`src/rtl/spi_responder_pkg.sv`:
```
// -----------------------------------------------------------------------------
// spi_responder_pkg
// Shared definitions for the SPI mode-0 responder:
//   - DATA_WIDTH_DEF : default SPI word width in bits
//   - IDLE_FILL_DEF  : default MISO word sent when no TX word is queued
//   - SYNC_STAGES    : depth of the input synchronizers
//   - state_t        : responder FSM states (IDLE, LOAD, SHIFT)
// -----------------------------------------------------------------------------
package spi_responder_pkg;

    localparam int         DATA_WIDTH_DEF = 8;
    localparam logic [7:0] IDLE_FILL_DEF  = 8'h00;
    localparam int         SYNC_STAGES    = 2;

    typedef enum logic [1:0] {
        ST_IDLE  = 2'd0,
        ST_LOAD  = 2'd1,
        ST_SHIFT = 2'd2
    } state_t;

endpackage

```
`src/rtl/spi_sync_2ff.sv`:
```
// -----------------------------------------------------------------------------
// spi_sync_2ff
// Flip-flop synchronizer bringing one asynchronous SPI pin into the clk
// domain. The reset value is per instance so that idle-high pins (slave
// select) do not produce a false edge when reset is released.
// Ports:
//   clk      in  system clock
//   reset    in  asynchronous active-high reset
//   i_async  in  asynchronous input pin
//   o_sync   out synchronized copy of i_async
// -----------------------------------------------------------------------------
module spi_sync_2ff
    import spi_responder_pkg::*;
#(
    parameter logic RST_VAL = 1'b0
) (
    input  logic clk,
    input  logic reset,
    input  logic i_async,
    output logic o_sync
);

    logic [SYNC_STAGES-1:0] r_stages;

    always_ff @(posedge clk or posedge reset) begin
        if (reset) begin
            r_stages <= {SYNC_STAGES{RST_VAL}};
        end else begin
            r_stages <= {r_stages[SYNC_STAGES-2:0], i_async};
        end
    end

    assign o_sync = r_stages[SYNC_STAGES-1];

endmodule

```
`src/rtl/spi_pmod_responder.sv`:
```
// -----------------------------------------------------------------------------
// spi_pmod_responder
// SPI mode-0 (CPOL=0, CPHA=0), MSB-first slave. All SPI pins are
// oversampled in the clk domain (clk must be >= 8x SCLK). A one-word TX
// holding register feeds the TX shifter; received words are presented on
// rx_data with a one-cycle rx_valid strobe (no backpressure).
// Ports:
//   clk, reset             system clock, asynchronous active-high reset
//   spi_sclk/ss_n/mosi     asynchronous SPI inputs from the master
//   spi_miso, spi_miso_oe  slave data out and its output enable
//   tx_data/valid/ready    TX word handshake into the holding register
//   rx_data, rx_valid      last received word and its new-data strobe
//   tx_underrun            strobe: a word slot started with nothing queued
//   rx_abort               strobe: slave select rose in the middle of a word
// -----------------------------------------------------------------------------
module spi_pmod_responder
    import spi_responder_pkg::*;
#(
    parameter int                    DATA_WIDTH = DATA_WIDTH_DEF,
    parameter logic [DATA_WIDTH-1:0] IDLE_FILL  = DATA_WIDTH'(IDLE_FILL_DEF)
) (
    input  logic                  clk,
    input  logic                  reset,
    input  logic                  spi_sclk,
    input  logic                  spi_ss_n,
    input  logic                  spi_mosi,
    output logic                  spi_miso,
    output logic                  spi_miso_oe,
    input  logic [DATA_WIDTH-1:0] tx_data,
    input  logic                  tx_valid,
    output logic                  tx_ready,
    output logic [DATA_WIDTH-1:0] rx_data,
    output logic                  rx_valid,
    output logic                  tx_underrun,
    output logic                  rx_abort
);

    localparam int              CNT_W    = (DATA_WIDTH > 1) ? $clog2(DATA_WIDTH) : 1;
    localparam logic [CNT_W-1:0] LAST_BIT = CNT_W'(DATA_WIDTH - 1);

    // Synchronized pins and edge detection
    logic w_sclk_s, w_ss_n_s, w_mosi_s;
    logic r_sclk_d, r_ss_n_d;
    logic w_sclk_rise, w_sclk_fall, w_ss_fall, w_ss_rise;

    spi_sync_2ff #(.RST_VAL(1'b0)) u_sync_sclk (
        .clk     (clk),
        .reset   (reset),
        .i_async (spi_sclk),
        .o_sync  (w_sclk_s)
    );

    spi_sync_2ff #(.RST_VAL(1'b1)) u_sync_ss_n (
        .clk     (clk),
        .reset   (reset),
        .i_async (spi_ss_n),
        .o_sync  (w_ss_n_s)
    );

    spi_sync_2ff #(.RST_VAL(1'b0)) u_sync_mosi (
        .clk     (clk),
        .reset   (reset),
        .i_async (spi_mosi),
        .o_sync  (w_mosi_s)
    );

    always_ff @(posedge clk or posedge reset) begin
        if (reset) begin
            r_sclk_d <= 1'b0;
            r_ss_n_d <= 1'b1;
        end else begin
            r_sclk_d <= w_sclk_s;
            r_ss_n_d <= w_ss_n_s;
        end
    end

    assign w_sclk_rise = w_sclk_s & ~r_sclk_d;
    assign w_sclk_fall = ~w_sclk_s & r_sclk_d;
    assign w_ss_fall   = ~w_ss_n_s & r_ss_n_d;
    assign w_ss_rise   = w_ss_n_s & ~r_ss_n_d;

    // Datapath state
    state_t                r_state, w_state_nxt;
    logic [CNT_W-1:0]      r_bit_cnt;
    logic [DATA_WIDTH-1:0] r_tx_shift;
    logic [DATA_WIDTH-1:0] r_rx_shift;
    logic [DATA_WIDTH-1:0] r_hold;
    logic                  r_hold_full;
    logic                  r_tx_ready;
    logic [DATA_WIDTH-1:0] r_rx_data;
    logic                  r_rx_valid;
    logic                  r_tx_underrun;
    logic                  r_rx_abort;
    // A next-word MSB is presented on the trailing SCLK fall of a word, but
    // the slot is only consumed once the master actually clocks the next
    // word. r_pending marks such a provisional load; r_pend_hold records
    // whether it came from the holding register or from IDLE_FILL.
    logic                  r_pending;
    logic                  r_pend_hold;

    // FSM decode controls
    logic w_load_first;   // first word of a select: load in LOAD
    logic w_peek;         // provisional next-word load at trailing fall
    logic w_commit;       // first rise of a following word: commit the slot
    logic w_shift;        // ordinary MISO shift on SCLK fall
    logic w_sample;       // MOSI sample on SCLK rise
    logic w_end;          // slave select released
    logic w_abort;        // released mid-word

    always_ff @(posedge clk or posedge reset) begin
        if (reset) begin
            r_state <= ST_IDLE;
        end else begin
            r_state <= w_state_nxt;
        end
    end

    always_comb begin
        w_state_nxt  = r_state;
        w_load_first = 1'b0;
        w_peek       = 1'b0;
        w_commit     = 1'b0;
        w_shift      = 1'b0;
        w_sample     = 1'b0;
        w_end        = 1'b0;
        w_abort      = 1'b0;
        case (r_state)
            ST_IDLE: begin
                // SCLK activity is ignored until the slave is selected
                if (w_ss_fall) begin
                    w_state_nxt = ST_LOAD;
                end
            end
            ST_LOAD: begin
                w_load_first = 1'b1;
                w_state_nxt  = w_ss_rise ? ST_IDLE : ST_SHIFT;
            end
            ST_SHIFT: begin
                if (w_ss_rise) begin
                    w_state_nxt = ST_IDLE;
                    w_end       = 1'b1;
                    w_abort     = (r_bit_cnt != '0);
                end else begin
                    if (w_sclk_rise) begin
                        w_sample = 1'b1;
                        w_commit = r_pending && (r_bit_cnt == '0);
                    end
                    if (w_sclk_fall) begin
                        // a fall with the counter at 0 follows a completed word
                        if (r_bit_cnt == '0) begin
                            w_peek = 1'b1;
                        end else begin
                            w_shift = 1'b1;
                        end
                    end
                end
            end
            default: begin
                w_state_nxt = ST_IDLE;
            end
        endcase
    end

    // Holding register handshake. Accept only happens while empty, so it
    // never collides with a pop; a word offered during a load cycle lands
    // in the holding register after the held word has been taken.
    logic                  w_accept;
    logic                  w_hold_pop;
    logic                  w_underrun;
    logic                  w_hold_full_nxt;
    logic [DATA_WIDTH-1:0] w_tx_word;
    logic                  w_word_done;

    assign w_accept        = tx_valid && r_tx_ready;
    assign w_hold_pop      = (w_load_first && r_hold_full) || (w_commit && r_pend_hold);
    assign w_underrun      = (w_load_first && !r_hold_full) || (w_commit && !r_pend_hold);
    assign w_hold_full_nxt = (r_hold_full && !w_hold_pop) || w_accept;
    assign w_tx_word       = r_hold_full ? r_hold : IDLE_FILL;
    assign w_word_done     = w_sample && (r_bit_cnt == LAST_BIT);

    always_ff @(posedge clk or posedge reset) begin
        if (reset) begin
            r_hold        <= '0;
            r_hold_full   <= 1'b0;
            r_tx_ready    <= 1'b0;
            r_tx_shift    <= '0;
            r_rx_shift    <= '0;
            r_bit_cnt     <= '0;
            r_rx_data     <= '0;
            r_rx_valid    <= 1'b0;
            r_tx_underrun <= 1'b0;
            r_rx_abort    <= 1'b0;
            r_pending     <= 1'b0;
            r_pend_hold   <= 1'b0;
        end else begin
            if (w_accept) begin
                r_hold <= tx_data;
            end
            r_hold_full <= w_hold_full_nxt;
            // registered so that tx_ready stays low until the first edge after reset
            r_tx_ready  <= ~w_hold_full_nxt;

            if (w_load_first || w_peek) begin
                r_tx_shift <= w_tx_word;
            end else if (w_shift) begin
                r_tx_shift <= {r_tx_shift[DATA_WIDTH-2:0], 1'b0};
            end

            if (w_peek) begin
                r_pending   <= 1'b1;
                r_pend_hold <= r_hold_full;
            end else if (w_commit || w_end) begin
                r_pending   <= 1'b0;
                r_pend_hold <= 1'b0;
            end

            if (w_load_first || w_end) begin
                r_bit_cnt  <= '0;
                r_rx_shift <= '0;
            end else if (w_sample) begin
                r_bit_cnt  <= (r_bit_cnt == LAST_BIT) ? '0 : r_bit_cnt + CNT_W'(1);
                r_rx_shift <= {r_rx_shift[DATA_WIDTH-2:0], w_mosi_s};
            end

            if (w_word_done) begin
                r_rx_data <= {r_rx_shift[DATA_WIDTH-2:0], w_mosi_s};
            end
            r_rx_valid    <= w_word_done;
            r_tx_underrun <= w_underrun;
            r_rx_abort    <= w_abort;
        end
    end

    assign spi_miso_oe = (r_state != ST_IDLE);
    assign spi_miso    = (r_state != ST_IDLE) && r_tx_shift[DATA_WIDTH-1];
    assign tx_ready    = r_tx_ready;
    assign rx_data     = r_rx_data;
    assign rx_valid    = r_rx_valid;
    assign tx_underrun = r_tx_underrun;
    assign rx_abort    = r_rx_abort;

endmodule

```
`config.mk`:
```
export PLATFORM = sky130hd
export DESIGN_NAME = spi_pmod_responder
export DESIGN_NICKNAME = d
export VERILOG_FILES = /design/src/rtl/spi_responder_pkg.sv /design/src/rtl/spi_sync_2ff.sv /design/src/rtl/spi_pmod_responder.sv
export SDC_FILE = /design/constraint.sdc
export NUM_CORES = 1
export LEC_CHECK = 0
export ABC_AREA = 1
export CAP_MARGIN = 20
export CORE_MARGIN = 2
export CORE_UTILIZATION = 35
export CTS_CLUSTER_SIZE = 24
export DETAILED_ROUTE_END_ITERATION = 7
export GPL_ROUTABILITY_DRIVEN = 0
export GPL_TIMING_DRIVEN = 0
export PLACE_DENSITY = 0.65
export SKIP_LAST_GASP = 1
export SYNTH_ARGS = -nofsm -noshare
export SYNTH_HDL_FRONTEND = slang
export SYNTH_SLANG_ARGS = --single-unit
```
`constraint.sdc`:
```
create_clock -name clk -period 3.2 [get_ports clk]
set_input_delay 0.64 -clock clk [delete_from_list [all_inputs] [get_ports clk]]
set_output_delay 0.64 -clock clk [all_outputs]
set_load 0.02 [all_outputs]
```
==> reports/qor.yml <==
hold_path:
  hold_path_end: "u_sync_mosi.r_stages[1]$_DFF_PP0_"
  worstHoldStart: "u_sync_mosi.r_stages[0]$_DFF_PP0_"
  hold_depth: 0
  hold_class: "reg -> reg"
placement:
  placed_cells: 335
  postPlaceCellArea_um2: 2510
  portBuffers: 27
  hpwl_um: 2700
logic_synthesis:
  yosys_warnings: 0
  ys_ff_latch: 51
  synth_edf_count: 0
  ys.flop_type: "dfrtp_1"
  synth_area_um2: 2120
  yosysSeqAreaShare_pct: 60.3
  async_reset_ff_share_pct: 100
  synth.distinct_cells: 24
  syn_area_per_cell_um2: 9.15
  synth_area_leaders: "dfrtp_1 57%, nand2_1 16%, inv_1 5.1%"
  synth_top_area_share_pct: 56.6
  synth_nets: 249
  syn_inst: 232
  synth_area_leader_cell: "dfrtp_1"
detailed_routing:
  drt-vias-per-instance: 4.35
  wirelength_um: 3630
  antenna_left: 0
  drtIter0Drc: 54
  drc: 0
  first_pass_iters: 4
  wl_per_cell_um: 10.6
  vias: 1486
grt:
  grtUsageTotal_pct: 12.5
  grt_pass1_wl_um: 6510
  grt_pass1_vias: 1468
  grt_antenna_before_repair: 0
  grt_max_degree: 31
  grt_overflow: 0
critical_path:
  r2r_cells: 5
  worst-path-max-fanout: 3
  crit_arrival_ns: 1.50
  startpoint_type: "flop"
  r2r_start: "u_sync_ss_n.r_stages[1]$_DFF_PP1_"
  cp_common_cell: "nor2_1"
  slowest_stage: "clkdlybuf4s50_1"
  slowest_delay_ns: 0.61
  cp_cell_sequence: "nor2_1 -> nor2_1 -> clkdlybuf4s50_1"
  required_ns: 2.56
  cp-end-kind: "output pin"
  startpoint: "r_state[0]$_DFFE_PP0P_"
  path_class: "reg -> out"
  rr_endpoint: "r_bit_cnt[0]$_DFFE_PP0P_"
  r2r_slack_ns: 1.71
cts:
  ctsHtreeMaxLevel: 2
  ctsResizeCount: 0
  cts.clk_slew.worst_paths_ns: 0.09
  clockBufferDepth: 2
  post_cts_buffers: 0
  clockRootBuffer: "clkbuf_8"
  clock_latency_ns: 0.30
  cts_tree: "done"
  cts_made_buffers: 5
  cts_hold_buf: 0
  clock-sinks: 51
timing:
  finClkSkew_ns: 0.00688
  slew_headroom_pct: 67.1
  drv_slew: 0
  timing.final.crit_period_ns: 2.14
  setup_tns_ns: 0
  setup_viol: 0
  rsz0062_at_grt: "no"
  max_freq_ghz: 0.468
  fin_crit_sh_pct: 66.8
  worst_pin_slew_ns: 0.493
  hold_viol: 0
power_and_ir_drop:
  power.density_nw_per_um2: 627
  max-vdd-ir-drop_v: 0.000398
  p_total_w: 0.00164
  leakagePower_nw: 1.33
floorplanning:
  die_x_um: 81.9
  die_area_um2: 6700
  die_h_um: 81.9
  rows: 28
  coreArea_um2: 5890
  start_util_pct: 36.1
  num_io_pins: 28
run:
  max_cap_viol_count: 0
layout:
  final_cells: 342
  antenna_cells: 0
  finalInstanceArea_um2: 2610
  mostFrequentLayoutCell: "nand2_1"
  layout-drive-gt1-share_pct: 11.2
  layout.nets: 284
  area_growth_pct: 22.9
  fillers: 606
  layout_common_cells: "88 x nand2_1, 48 x dfrtp_1, 28 x inv_1"
run_status:
  status: "complete, no violations"
critical path, delay by kind of cell (launching register included):
| kind | cells | cell delay (ns) |
|---|---|---|
| and+or+nand+nor | 2 | 0.17 |
| buffers and inverters | 1 | 0.61 |
| DFF | 1 | 0.42 |
layer usage:
metal  global-route usage (%)  vias to the layer above  wire length [um]
met4                     3.50                        0                48
li1                         -                      779                 -
met1                     16.0                      667              1690
met2                     20.7                       35              1730
met3                     3.63                        5               160
met5                        0                        -                 0
metrics by stage:
| step | utilization [%] | hold slack (ns) | setup WS (ns) |
|---|---|---|---|
| CTS | 44.3 | 0.355 | 1.04 |
| finish | 44.3 | 0.352 | 1.06 |
| global placement | 42.2 | 0.332 | 0.352 |
| detailed placement | 42.6 | 0.336 | 1.31 |
| global route | 44.3 | 0.369 | 0.968 |
| floorplan | - | 0.331 | 1.34 |
cell usage after synthesis, types with 3 or more instances:
library cell,count
nand2_1,88
dfrtp_1,48
inv_1,29
nand3_1,15
o21ai_0,11
nor2_1,7
o21ai_2,5
a21oi_1,3
dfstp_2,3
ha_1,3
nand2_2,3
layout make-up:
type	instances	area (um^2)	area share, %
plain buffers	3	22.5	0.863
multi-input cells	146	699	26.8
repair buffers	28	290	11.1
clock buffers	6	72.6	2.78
clock inverters	1	30.0	1.15
inverters	32	120	4.60
well taps	75	93.8	3.60
flip-flops and latches	51	1280	49.1
flip-flops by register name (all words and copies together) (netlist names), 3 cells and up:
| signal | cells |
|---|---|
| r_bit_cnt | 3 |
| r_rx_shift | 7 |
| r_tx_shift | 8 |
| rx_data | 8 |
| r_hold | 8 |
how the worst max path moves through the flow:
stage	to	slack, ns	depth (start not counted)
floorplan	r_bit_cnt[0]$_DFFE_PP0P_	1.34	1
global placement	u_sync_sclk.r_stages[1]$_DFF_PP0_	0.35	2
detailed placement	r_hold[5]$_DFFE_PP0P_	1.31	5
CTS	spi_miso	1.04	3
global route	spi_miso	0.97	3
finish	spi_miso	1.06	3
kinds of logic (layout without fill, tap and decap cells):
| logic type | Yosys count | count (layout) | share of synthesized area, % |
|---|---|---|---|
| AND/OR/NAND/NOR | 122 | 122 | 25.1 |
| flip-flops | 51 | 51 | 60.3 |
| buffers and inverters | 35 | 70 | 6.72 |
| AO/OA/AOI/OAI | 21 | 21 | 6.07 |
| adder cells (fa/ha/maj) | 3 | 3 | 1.77 |
report_power, final:
part	switching, W	internal [W]	total [W]
logic	0.000217	0.000140	0.000357
registers	0.0000731	0.000776	0.000849
clock network	0.000199	0.000229	0.000428
(Power assumes the default switching activity.)
